`src/rtl/mips_alu_seq.sv`:
```
// Registered multi-cycle MIPS ALU: single-cycle logic/arith ops, iterative shift-add MUL and restoring DIV.
// Optional feature macro ALU_SEQ_HI_EN adds the `hi` port (high product / remainder).
module mips_alu_seq #(
    parameter int WIDTH = 32
) (
    input  logic             clk,
    input  logic             rst,
    input  logic             start,
    input  logic [3:0]       sel,
    input  logic [WIDTH-1:0] a,
    input  logic [WIDTH-1:0] b,
    output logic [WIDTH-1:0] result,
    output logic             zero,
    output logic             busy,
    output logic             done,
    output logic             div_by_zero
`ifdef ALU_SEQ_HI_EN
    ,
    output logic [WIDTH-1:0] hi
`endif
);

    localparam int CW = $clog2(WIDTH);
    localparam logic [CW-1:0] CNT_LAST = CW'(WIDTH - 1);
    localparam logic [CW-1:0] CNT_ONE  = CW'(1);
    localparam logic [CW-1:0] CNT_ZERO = CW'(0);

    localparam logic [3:0] OP_ADD = 4'b0001;
    localparam logic [3:0] OP_SUB = 4'b0010;
    localparam logic [3:0] OP_MUL = 4'b0011;
    localparam logic [3:0] OP_DIV = 4'b0100;
    localparam logic [3:0] OP_AND = 4'b0101;
    localparam logic [3:0] OP_OR  = 4'b0110;
    localparam logic [3:0] OP_NOR = 4'b0111;
    localparam logic [3:0] OP_SLT = 4'b1000;
    localparam logic [3:0] OP_XOR = 4'b1001;

    typedef enum logic [0:0] {
        S_IDLE = 1'b0,
        S_RUN  = 1'b1
    } state_e;

    state_e               state_q, state_d;
    logic [CW-1:0]        cnt_q, cnt_d;
    logic                 is_div_q, is_div_d;
    logic [WIDTH-1:0]     opnd_q, opnd_d;
    logic [2*WIDTH-1:0]   acc_q, acc_d;
    logic [WIDTH-1:0]     result_q, result_d;
    logic                 zero_q, zero_d;
    logic                 done_q, done_d;
    logic                 dbz_q, dbz_d;
    logic                 busy_q, busy_d;
    logic [WIDTH-1:0]     alu_s;
    logic                 slt_s;
    logic                 iter_op_s;
    logic [2*WIDTH-1:0]   step_s;
`ifdef ALU_SEQ_HI_EN
    logic [WIDTH-1:0]     hi_q, hi_d;
    assign hi = hi_q;
`endif

    // acc holds {partial product high, multiplier}; add multiplicand on LSB then shift right.
    function automatic logic [2*WIDTH-1:0] mul_step(input logic [2*WIDTH-1:0] acc,
                                                   input logic [WIDTH-1:0]   mcand);
        logic [WIDTH:0] sum;
        if (acc[0]) begin
            sum = {1'b0, acc[2*WIDTH-1:WIDTH]} + {1'b0, mcand};
        end else begin
            sum = {1'b0, acc[2*WIDTH-1:WIDTH]};
        end
        return {sum, acc[WIDTH-1:1]};
    endfunction

    // acc holds {remainder, dividend/quotient}; shift one dividend bit in, subtract if it fits.
    function automatic logic [2*WIDTH-1:0] div_step(input logic [2*WIDTH-1:0] acc,
                                                   input logic [WIDTH-1:0]   divisor);
        logic [WIDTH:0] trial;
        logic [WIDTH:0] diff;
        trial = acc[2*WIDTH-1:WIDTH-1];
        diff  = trial - {1'b0, divisor};
        if (!diff[WIDTH]) begin
            return {diff[WIDTH-1:0], acc[WIDTH-2:0], 1'b1};
        end else begin
            return {trial[WIDTH-1:0], acc[WIDTH-2:0], 1'b0};
        end
    endfunction

    assign slt_s     = $signed(a) < $signed(b);
    assign iter_op_s = (sel == OP_MUL) || ((sel == OP_DIV) && (b != {WIDTH{1'b0}}));
    assign step_s    = is_div_q ? div_step(acc_q, opnd_q) : mul_step(acc_q, opnd_q);

    // Single-cycle result; DIV only reaches here with a zero divisor.
    always_comb begin
        alu_s = {WIDTH{1'b0}};
        case (sel)
            OP_ADD:  alu_s = a + b;
            OP_SUB:  alu_s = a - b;
            OP_DIV:  alu_s = {WIDTH{1'b1}};
            OP_AND:  alu_s = a & b;
            OP_OR:   alu_s = a | b;
            OP_NOR:  alu_s = ~(a | b);
            OP_SLT:  alu_s = {{(WIDTH-1){1'b0}}, slt_s};
            OP_XOR:  alu_s = a ^ b;
            default: alu_s = {WIDTH{1'b0}};
        endcase
    end

    // Next-state and output-register logic for the accept/iterate handshake.
    always_comb begin
        state_d  = state_q;
        cnt_d    = cnt_q;
        is_div_d = is_div_q;
        opnd_d   = opnd_q;
        acc_d    = acc_q;
        result_d = result_q;
        zero_d   = zero_q;
        done_d   = 1'b0;
        dbz_d    = dbz_q;
        busy_d   = 1'b0;
`ifdef ALU_SEQ_HI_EN
        hi_d     = hi_q;
`endif
        case (state_q)
            S_IDLE: begin
                if (start && iter_op_s) begin
                    state_d  = S_RUN;
                    cnt_d    = CNT_LAST;
                    is_div_d = (sel == OP_DIV);
                    opnd_d   = (sel == OP_DIV) ? b : a;
                    acc_d    = {{WIDTH{1'b0}}, ((sel == OP_DIV) ? a : b)};
                    busy_d   = 1'b1;
                end else if (start) begin
                    result_d = alu_s;
                    zero_d   = (alu_s == {WIDTH{1'b0}});
                    done_d   = 1'b1;
                    dbz_d    = (sel == OP_DIV);
`ifdef ALU_SEQ_HI_EN
                    hi_d     = (sel == OP_DIV) ? a : {WIDTH{1'b0}};
`endif
                end else begin
                    state_d = S_IDLE;
                end
            end
            S_RUN: begin
                acc_d = step_s;
                if (cnt_q == CNT_ZERO) begin
                    state_d  = S_IDLE;
                    result_d = step_s[WIDTH-1:0];
                    zero_d   = (step_s[WIDTH-1:0] == {WIDTH{1'b0}});
                    done_d   = 1'b1;
                    dbz_d    = 1'b0;
`ifdef ALU_SEQ_HI_EN
                    hi_d     = step_s[2*WIDTH-1:WIDTH];
`endif
                end else begin
                    cnt_d  = cnt_q - CNT_ONE;
                    busy_d = 1'b1;
                end
            end
            default: begin
                state_d = S_IDLE;
            end
        endcase
    end

    // State and registered outputs; rst aborts any iteration without a done pulse.
    always_ff @(posedge clk) begin
        if (rst) begin
            state_q  <= S_IDLE;
            cnt_q    <= CNT_ZERO;
            is_div_q <= 1'b0;
            opnd_q   <= {WIDTH{1'b0}};
            acc_q    <= {(2*WIDTH){1'b0}};
            result_q <= {WIDTH{1'b0}};
            zero_q   <= 1'b1;
            done_q   <= 1'b0;
            dbz_q    <= 1'b0;
            busy_q   <= 1'b0;
`ifdef ALU_SEQ_HI_EN
            hi_q     <= {WIDTH{1'b0}};
`endif
        end else begin
            state_q  <= state_d;
            cnt_q    <= cnt_d;
            is_div_q <= is_div_d;
            opnd_q   <= opnd_d;
            acc_q    <= acc_d;
            result_q <= result_d;
            zero_q   <= zero_d;
            done_q   <= done_d;
            dbz_q    <= dbz_d;
            busy_q   <= busy_d;
`ifdef ALU_SEQ_HI_EN
            hi_q     <= hi_d;
`endif
        end
    end

    assign result      = result_q;
    assign zero        = zero_q;
    assign busy        = busy_q;
    assign done        = done_q;
    assign div_by_zero = dbz_q;

endmodule

```
`config.mk`:
```
export PLATFORM = sky130hd
export DESIGN_NAME = mips_alu_seq
export DESIGN_NICKNAME = d
export VERILOG_FILES = /design/src/rtl/mips_alu_seq.sv
export SDC_FILE = /design/constraint.sdc
export NUM_CORES = 1
export LEC_CHECK = 0
export BUFFER_PORTS_ARGS = -buffer_cell sky130_fd_sc_hd__buf_2
export CAP_MARGIN = 25
export CORE_ASPECT_RATIO = 1.5
export CORE_MARGIN = 5
export CORE_UTILIZATION = 45
export CTS_CLUSTER_SIZE = 12
export DETAILED_ROUTE_END_ITERATION = 7
export PLACE_DENSITY = 0.69
export SLEW_MARGIN = 20
export SYNTH_ARGS = -nofsm -noshare
export SYNTH_HDL_FRONTEND = slang
export SYNTH_SLANG_ARGS = --single-unit
```
`constraint.sdc`:
```
create_clock -name clk -period 5.6 [get_ports clk]
set_input_delay 0.28 -clock clk [delete_from_list [all_inputs] [get_ports clk]]
set_output_delay 0.28 -clock clk [all_outputs]
set_load 0.005 [all_outputs]
```
==> summary.md, run 1 <==
| Metric | Value |
|---|---|
| Synth Instances | `2260` |
| Placed Area | `0.01732 sq mm` |
| Hold_sp | `rst` |
| DR iter-0 viols | `approximately 1400` |
| Power Dens Cells | `203.8 mW/mm^2` |
| DR WL/cell | `24.04 um` |
| Hold Fails Final Rpt | `0` |
| Final nets | `2538` |
| Achievable Freq | `between 0.2 and 0.25 GHz` |
| Core area | `0.03605 sq mm` |
| Total global routing overflow | `0` |
| Post-synthesis register bit count | `138` |
| Hold crit path type | `input pin to register` |
| CTS tree | `yes` |
| Largest area contributor in the netlist | `dfxtp_1` |
| PostCTS Resize Cnt | `0` |
| Syn Nets | `~2500` |
| Root buffer cell | `clkbuf_16` |
| PnR Total Power | `~3.7 mW` |
| Post-synth EDFFs | `0` |
| Post-route setup TNS | `0 ns` |
| Residual DRC | `0` |
| IO Count | `107` |
| Post-Syn Area | `between 0.015 and 0.02 sq mm` |
| Detail Route Antenna Nets | `0` |
| Lkg Pwr | `7.581 nW` |
| Sequential share of the synthesized area | `16.77%` |
| Die footprint | `just over 0.04 sq mm` |
| Least-Margin Pin Slew | `around 1 ns` |
| Via count | `17771` |
| Reg2reg path depth | `17` |
| Wirelength, routed | `approximately 67000 um` |
| Max-cap violations | `0` |
| Critical path fanouts, max | `5` |
| Worst skew pair latency | `0.46 ns` |
| Post-synth ARST share | `0%` |
| HPWL Detailed | `51310 um` |
| WP data required | `~6 ns` |
| Yosys warns | `0` |
| Vias in the first global route | `17726` |
| Syn avg cell area | `7.290 sq um` |
| Normalized max-slew margin | `31.56%` |
| Post-layout minimum cycle time | `4.406 ns` |
| Critical path endpoint category | `register` |
| Port bufs | `106` |
| FF-to-FF setup slack | `about 1.3 ns` |
| DIE WIDTH | `166.2 um` |
| Synth Flop Type | `dfxtp_1` |
| Unrepaired setup endpoints after global routing | `false` |
| Final Wtd Congestion | `1.029` |
| Post-CTS Setup Repair Bufs | `0` |
| RR Endpoint | `acc_q[34]` |
| Number of placement rows | `85` |
| Hold-critical path depth | `2` |
| Die H | `244.4 um` |
| Vias per cell | `6.404` |
| Largest cells by area after synthesis | `dfxtp_1 (17%), ha_1 (14%), a21oi_1 (7.4%), nor2_1 (5.2%), o21ai_0 (4.5%)` |
| Final period util | `about four fifths` |
| Hold_buf cts | `0` |
| Reg2reg start | `acc_q[31]` |
| Hold Path Sink | `opnd_q[29]` |
| Crit start category | `input pin` |
| Worst vdd ir | `between 150 and 200 uV` |
| H-tree levels | `4` |
| Synth unique cells | `93` |
| Skew final | `0.01690 ns` |
| Reg clk slew, reported paths | `0.07 ns` |
| Num CTS Buffers | `17` |
| CTS Buffer Depth | `2` |
| Fillcell total | `~3600` |
| GRT Total Usage | `31.49%` |
| Drt pass-1 iters | `6` |
| WP data arrival | `4.81 ns` |
| Largest net degree at the start of global routing | `96` |
| Global-route wire length before repair | `roughly 100000 um` |
| Yosys top cell area share | `16.77%` |
| Initial Util | `45.70%` |
| Layout cells sized above 1 | `10.93%` |
| Outcome | `finished clean` |
| P&R area growth vs syn | `9.128%` |
| Initial antenna violation count | `2` |
| Final Setup Violations | `0` |
| Clk sinks | `138` |
| Kind of critical path | `input pin to register` |
| Post-route cell area | `0.01798 sq mm` |
| Max Transition Viols Final | `0` |
-- metal layers --
layer	part of all wire (%)	vias to the layer above	GRT usage, %
met2	48	734	55.16
met5	0	-	0
li1	-	8314	-
met4	9.4	0	25.36
met1	37	8453	33.93
met3	5.4	270	4.055
-- worst max-delay path: stages --
cell and delay, ns:
buf_2 0.16, ha_1 0.24, inv_1 0.09, fa_1 0.41
nand3b_1 0.23, a21oi_1 0.44, a211oi_2 0.22, o31a_1 0.39
o21ba_2 0.27, mux2_1 0.32, a211oi_1 0.61, o211ai_1 0.33
or4_1 0.48, nor2_1 0.15, nand4_1 0.12, nand2_1 0.07
-- cells in the mapped netlist (all sizes together), types with 8 or more instances --
cell	n
a21oi	246
nor2	229
ha	179
nand2	159
o21ai	155
inv	152
dfxtp	138
a211oi	99
clkbuf	85
o211ai	70
mux2i	66
buf	52
xor2	51
nor3	46
a21o	44
xnor2	41
nand3	36
mux2	33
nand2b	28
nor2b	26
nor4	23
o31ai	19
or3	19
o21bai	18
nand4	17
o21a	16
o22ai	16
a2111oi	14
a31oi	13
a221oi	11
a221o	9
and3	9
o221ai	9
or2	9
a211o	8
-- where the power goes --
part	total (mW)	internal, mW	switching, mW	leakage, nW
logic	1.33	0.482	0.852	6.15
clock network	1.27	0.760	0.510	0.305
registers	1.06	1.03	0.0332	1.12
-- area by class of cell --
class / instances / area [sq um] / share of cell area, %
Multi-Input combinational cell: 1831 / 12570 / 69.92
Sequential cell: 138 / 2766 / 15.39
Timing Repair Buffer: 143 / 835.8 / 4.649
Tap cell: 478 / 598.1 / 3.326
Inverter: 153 / 574.3 / 3.194
Clock buffer: 18 / 439.2 / 2.443
Clock inverter: 13 / 191.4 / 1.065
Antenna cell: 1 / 2.502 / 0.01392
-- through the flow --
stage / hold WS (ns) / std cells / util, % / setup WS [ns]
3_5_place_dp: 0.4512 / 2742 / 48.04 / 0.8645
3_3_place_gp: 0.4401 / 2740 / 47.98 / 0.8713
4_1_cts: 0.2074 / 2773 / 49.79 / 1.257
2_1_floorplan: 0.4482 / 2260 / - / 2.267
6_report: 0.2090 / 2775 / 49.87 / 1.194
5_1_grt: 0.2302 / 2775 / 49.87 / 1.096
-- how the worst max path moves through the flow --
stage | startpoint | endpoint | slack, ns
6_report | b[0] | zero | 1.19
5_1_grt | acc_q[31] | acc_q[34] | 1.10
4_1_cts | acc_q[31] | acc_q[34] | 1.26
3_5_place_dp | b[0] | zero | 0.86
3_3_place_gp | b[0] | zero | 0.87
2_1_floorplan | acc_q[31] | acc_q[60] | 2.27
-- cells in the final DEF, fill, tap and decap left out, types with 7 or more instances in the layout --
cell / instances
a2111oi_0: 13
a211o_1: 8
a211oi_1: 98
a21boi_0: 7
a21o_1: 44
a21oi_1: 244
a221o_1: 8
a221oi_1: 10
a31oi_1: 12
and3_1: 8
buf_2: 106
buf_4: 35
clkbuf_16: 17
dfxtp_1: 135
ha_1: 179
inv_1: 152
mux2_2: 32
mux2i_1: 66
nand2_1: 158
nand2b_1: 28
nand3_1: 35
nand4_1: 17
nor2_1: 229
nor2b_1: 26
nor3_1: 42
nor4_1: 23
o211ai_1: 70
o21a_1: 16
o21ai_0: 149
o21bai_1: 18
o221ai_1: 9
o22ai_1: 16
o31ai_1: 19
or2_2: 8
or3_1: 18
xnor2_1: 40
xor2_1: 51
-- registers in the layout (all words and copies together) (netlist names) --
name         cells
is_div_q         1
zero             1
busy             1
done             1
opnd_q          32
result          32
div_by_zero      1
acc_q           64
cnt_q            5
-- cell families after synthesis --
kind of cell / Yosys count / share of synthesized area [%]
mux: 99 / 6.265
fa+ha+maj: 183 / 14.08
flops: 138 / 16.77
buf+inv: 291 / 7.260
simple gates: 630 / 17.77
compound gates: 827 / 32.92
xor+xnor: 92 / 4.936
Power figures use the tool's default switching activity.
==> run 2, diff against run 1 <==
clock period = 4.3 ns   (was 5.6 ns; I/O delays follow)
==> summary.md, run 2 (synthesis gave the netlist of run 1 again) <==
| Metric | Value |
|---|---|
| Outcome | `finished clean` |
| Drt pass-1 iters | `6` |
| Final Wtd Congestion | `slightly above 1` |
| Global-route wire length before repair | `100700 um` |
| Max-cap violations | `0` |
| CTS Buffer Depth | `2` |
| Reg2reg path depth | `14` |
| Final Setup Violations | `0` |
| Skew final | `0.01858 ns` |
| Reg clk slew, reported paths | `0.06 ns` |
| Critical path endpoint category | `register` |
| Initial Util | `45.70%` |
| Die H | `~240 um` |
| RR Endpoint | `acc_q[62]` |
| Normalized max-slew margin | `29.63%` |
| Initial antenna violation count | `1` |
| Clk sinks | `138` |
| Post-CTS Setup Repair Bufs | `0` |
| Residual DRC | `0` |
| Placed Area | `0.01765 sq mm` |
| Final period util | `between 90 and 100%` |
| Max reg flops | `64` |
| Vias per cell | `6.391` |
| IO Count | `107` |
| Lkg Pwr | `7.778 nW` |
| Core area | `0.03605 sq mm` |
| Slowest CP cell | `dfxtp_1` |
| Hold_sp | `rst` |
| Total global routing overflow | `0` |
| Die footprint | `roughly 0.041 sq mm` |
| Detail Route Antenna Nets | `0` |
| Power Dens Cells | `between 200 and 300 mW/mm^2` |
| HPWL Detailed | `52900 um` |
| Most common cell after layout, fill and taps aside | `a21oi_1` |
| Kind of critical path | `register to register` |
| Reg2reg start | `acc_q[32]` |
| DIE WIDTH | `166.2 um` |
| Number of placement rows | `85` |
| Critical path fanouts, max | `6` |
| P&R area growth vs syn | `11.06%` |
| FF-to-FF setup slack | `0.27 ns` |
| H-tree levels | `4` |
| DR WL/cell | `24.02 um` |
| Port bufs | `106` |
| Worst vdd ir | `287.0 uV` |
| Root buffer cell | `clkbuf_16` |
| CTS tree | `yes` |
| Least-Margin Pin Slew | `1.053 ns` |
| Most frequent cells in the layout | `a21oi_1 (243), nor2_1 (229), ha_1 (179)` |
| Layout cells sized above 1 | `12.53%` |
| Crit start category | `register` |
| DR iter-0 viols | `about 1500` |
| GRT Total Usage | `31.57%` |
| Hold Path Sink | `acc_q[32]` |
| Worst skew pair latency | `0.45 ns` |
| Crit-path max cell delay | `0.46 ns` |
| Final nets | `2579` |
| Post-route setup TNS | `0 ns` |
| Post-layout minimum cycle time | `roughly 4.0 ns` |
| WP data arrival | `4.35 ns` |
| Num CTS Buffers | `17` |
| Biggest register | `acc_q` |
| Vias in the first global route | `approximately 18000` |
| Cells along the critical path | `ha_1 -> a211oi_1 -> o21ai_0 -> o2111a_1 -> a21oi_1 -> o21ai_0 -> a21oi_1 -> o41ai_1 -> buf_4 -> a21oi_1 -> o21ai_0 -> mux2_2 -> o31ai_1 -> a21boi_0` |
| Wirelength, routed | `67660 um` |
| Achievable Freq | `0.2482 GHz` |
| Max Transition Viols Final | `0` |
| Unrepaired setup endpoints after global routing | `false` |
| Largest net degree at the start of global routing | `97` |
| Via count | `around 18000` |
| WP data required | `4.62 ns` |
| Hold Fails Final Rpt | `0` |
| Hold crit path type | `input pin to register` |
| Hold-critical path depth | `2` |
| Post-route cell area | `~0.018 sq mm` |
==> run 2: cell types whose count changed in the layout (fill, tap and decap cells not counted) <==
cell,change
buf_2,-1
clkbuf_1,+1
buf_8,-1
nand2_2,+1
clkinv_4,+1
nand2_4,-1
a21oi_2,+1
buf_12,+3
bufinv_16,-1
inv_6,-1
clkinv_2,+1
a21oi_1,-1
buf_4,+40
==> run 2: layer usage <==
layer  vias up  part of all wire [%]  global-route usage, %
met1      8592                    37                  33.26
met5         -                     0                      0
met3       259                   5.5                  3.877
met4         0                   8.4                  23.77
met2       754                    50                  57.18
li1       8398                     -                      -
==> run 2: cell type report <==
cell class | instances | area [sq um]
Antenna cell | 1 | 2.502
Clock buffer | 19 | 442.9
Clock inverter | 13 | 166.4
Fill cell | 3553 | 17760
Inverter | 153 | 574.3
Multi-Input combinational cell | 1831 | 12570
Sequential cell | 138 | 2766
Tap cell | 478 | 598.1
Timing Repair Buffer | 184 | 1176
==> run 2: critical path: cells and delay by family (launching register included) <==
| kind | cells | cell delay [ns] |
|---|---|---|
| AO/OA/AOI/OAI | 11 | 2.58 |
| adder cells (fa/ha/maj) | 1 | 0.28 |
| buffers and inverters | 1 | 0.21 |
| flip-flops | 1 | 0.46 |
| multiplexers | 1 | 0.38 |
==> run 2: metrics by stage <==
stage | setup slack [ns] | hold slack (ns) | power [mW] | utilization [%] | instances
floorplan | 0.9668 | 0.4075 | 2.553 | - | 2260
global placement | 0.2443 | 0.4416 | 3.129 | 48.95 | 2782
detailed placement | 0.1783 | 0.4495 | 3.142 | 48.95 | 2782
CTS | 0.3032 | 0.1249 | 4.717 | 50.64 | 2814
global route | 0.08013 | 0.1485 | 4.931 | 50.75 | 2817
finish | 0.2706 | 0.1408 | 4.730 | 50.75 | 2817
==> run 2: repair_timing <==
| action | 4_1_cts | 5_1_grt |
|---|---|---|
| gates resized for setup | 0 | 1 |
| endpoints found under the setup margin | 0 | 1 |
| hold buffers | 0 | 0 |
==> run 2: power by group <==
group | switching (mW) | internal (mW) | total [mW]
clock network | 0.638 | 0.933 | 1.57
logic | 1.12 | 0.664 | 1.78
registers | 0.0422 | 1.34 | 1.38
==> run 2: worst max path at each step <==
stage	from	endpoint	slack, ns	depth (start not counted)
5_1_grt	opnd_q[0]	zero	0.08	16
3_5_place_dp	a[1]	zero	0.18	16
2_1_floorplan	acc_q[31]	acc_q[60]	0.97	16
4_1_cts	opnd_q[0]	acc_q[40]	0.30	16
3_3_place_gp	b[6]	zero	0.24	16
6_report	acc_q[32]	acc_q[62]	0.27	14
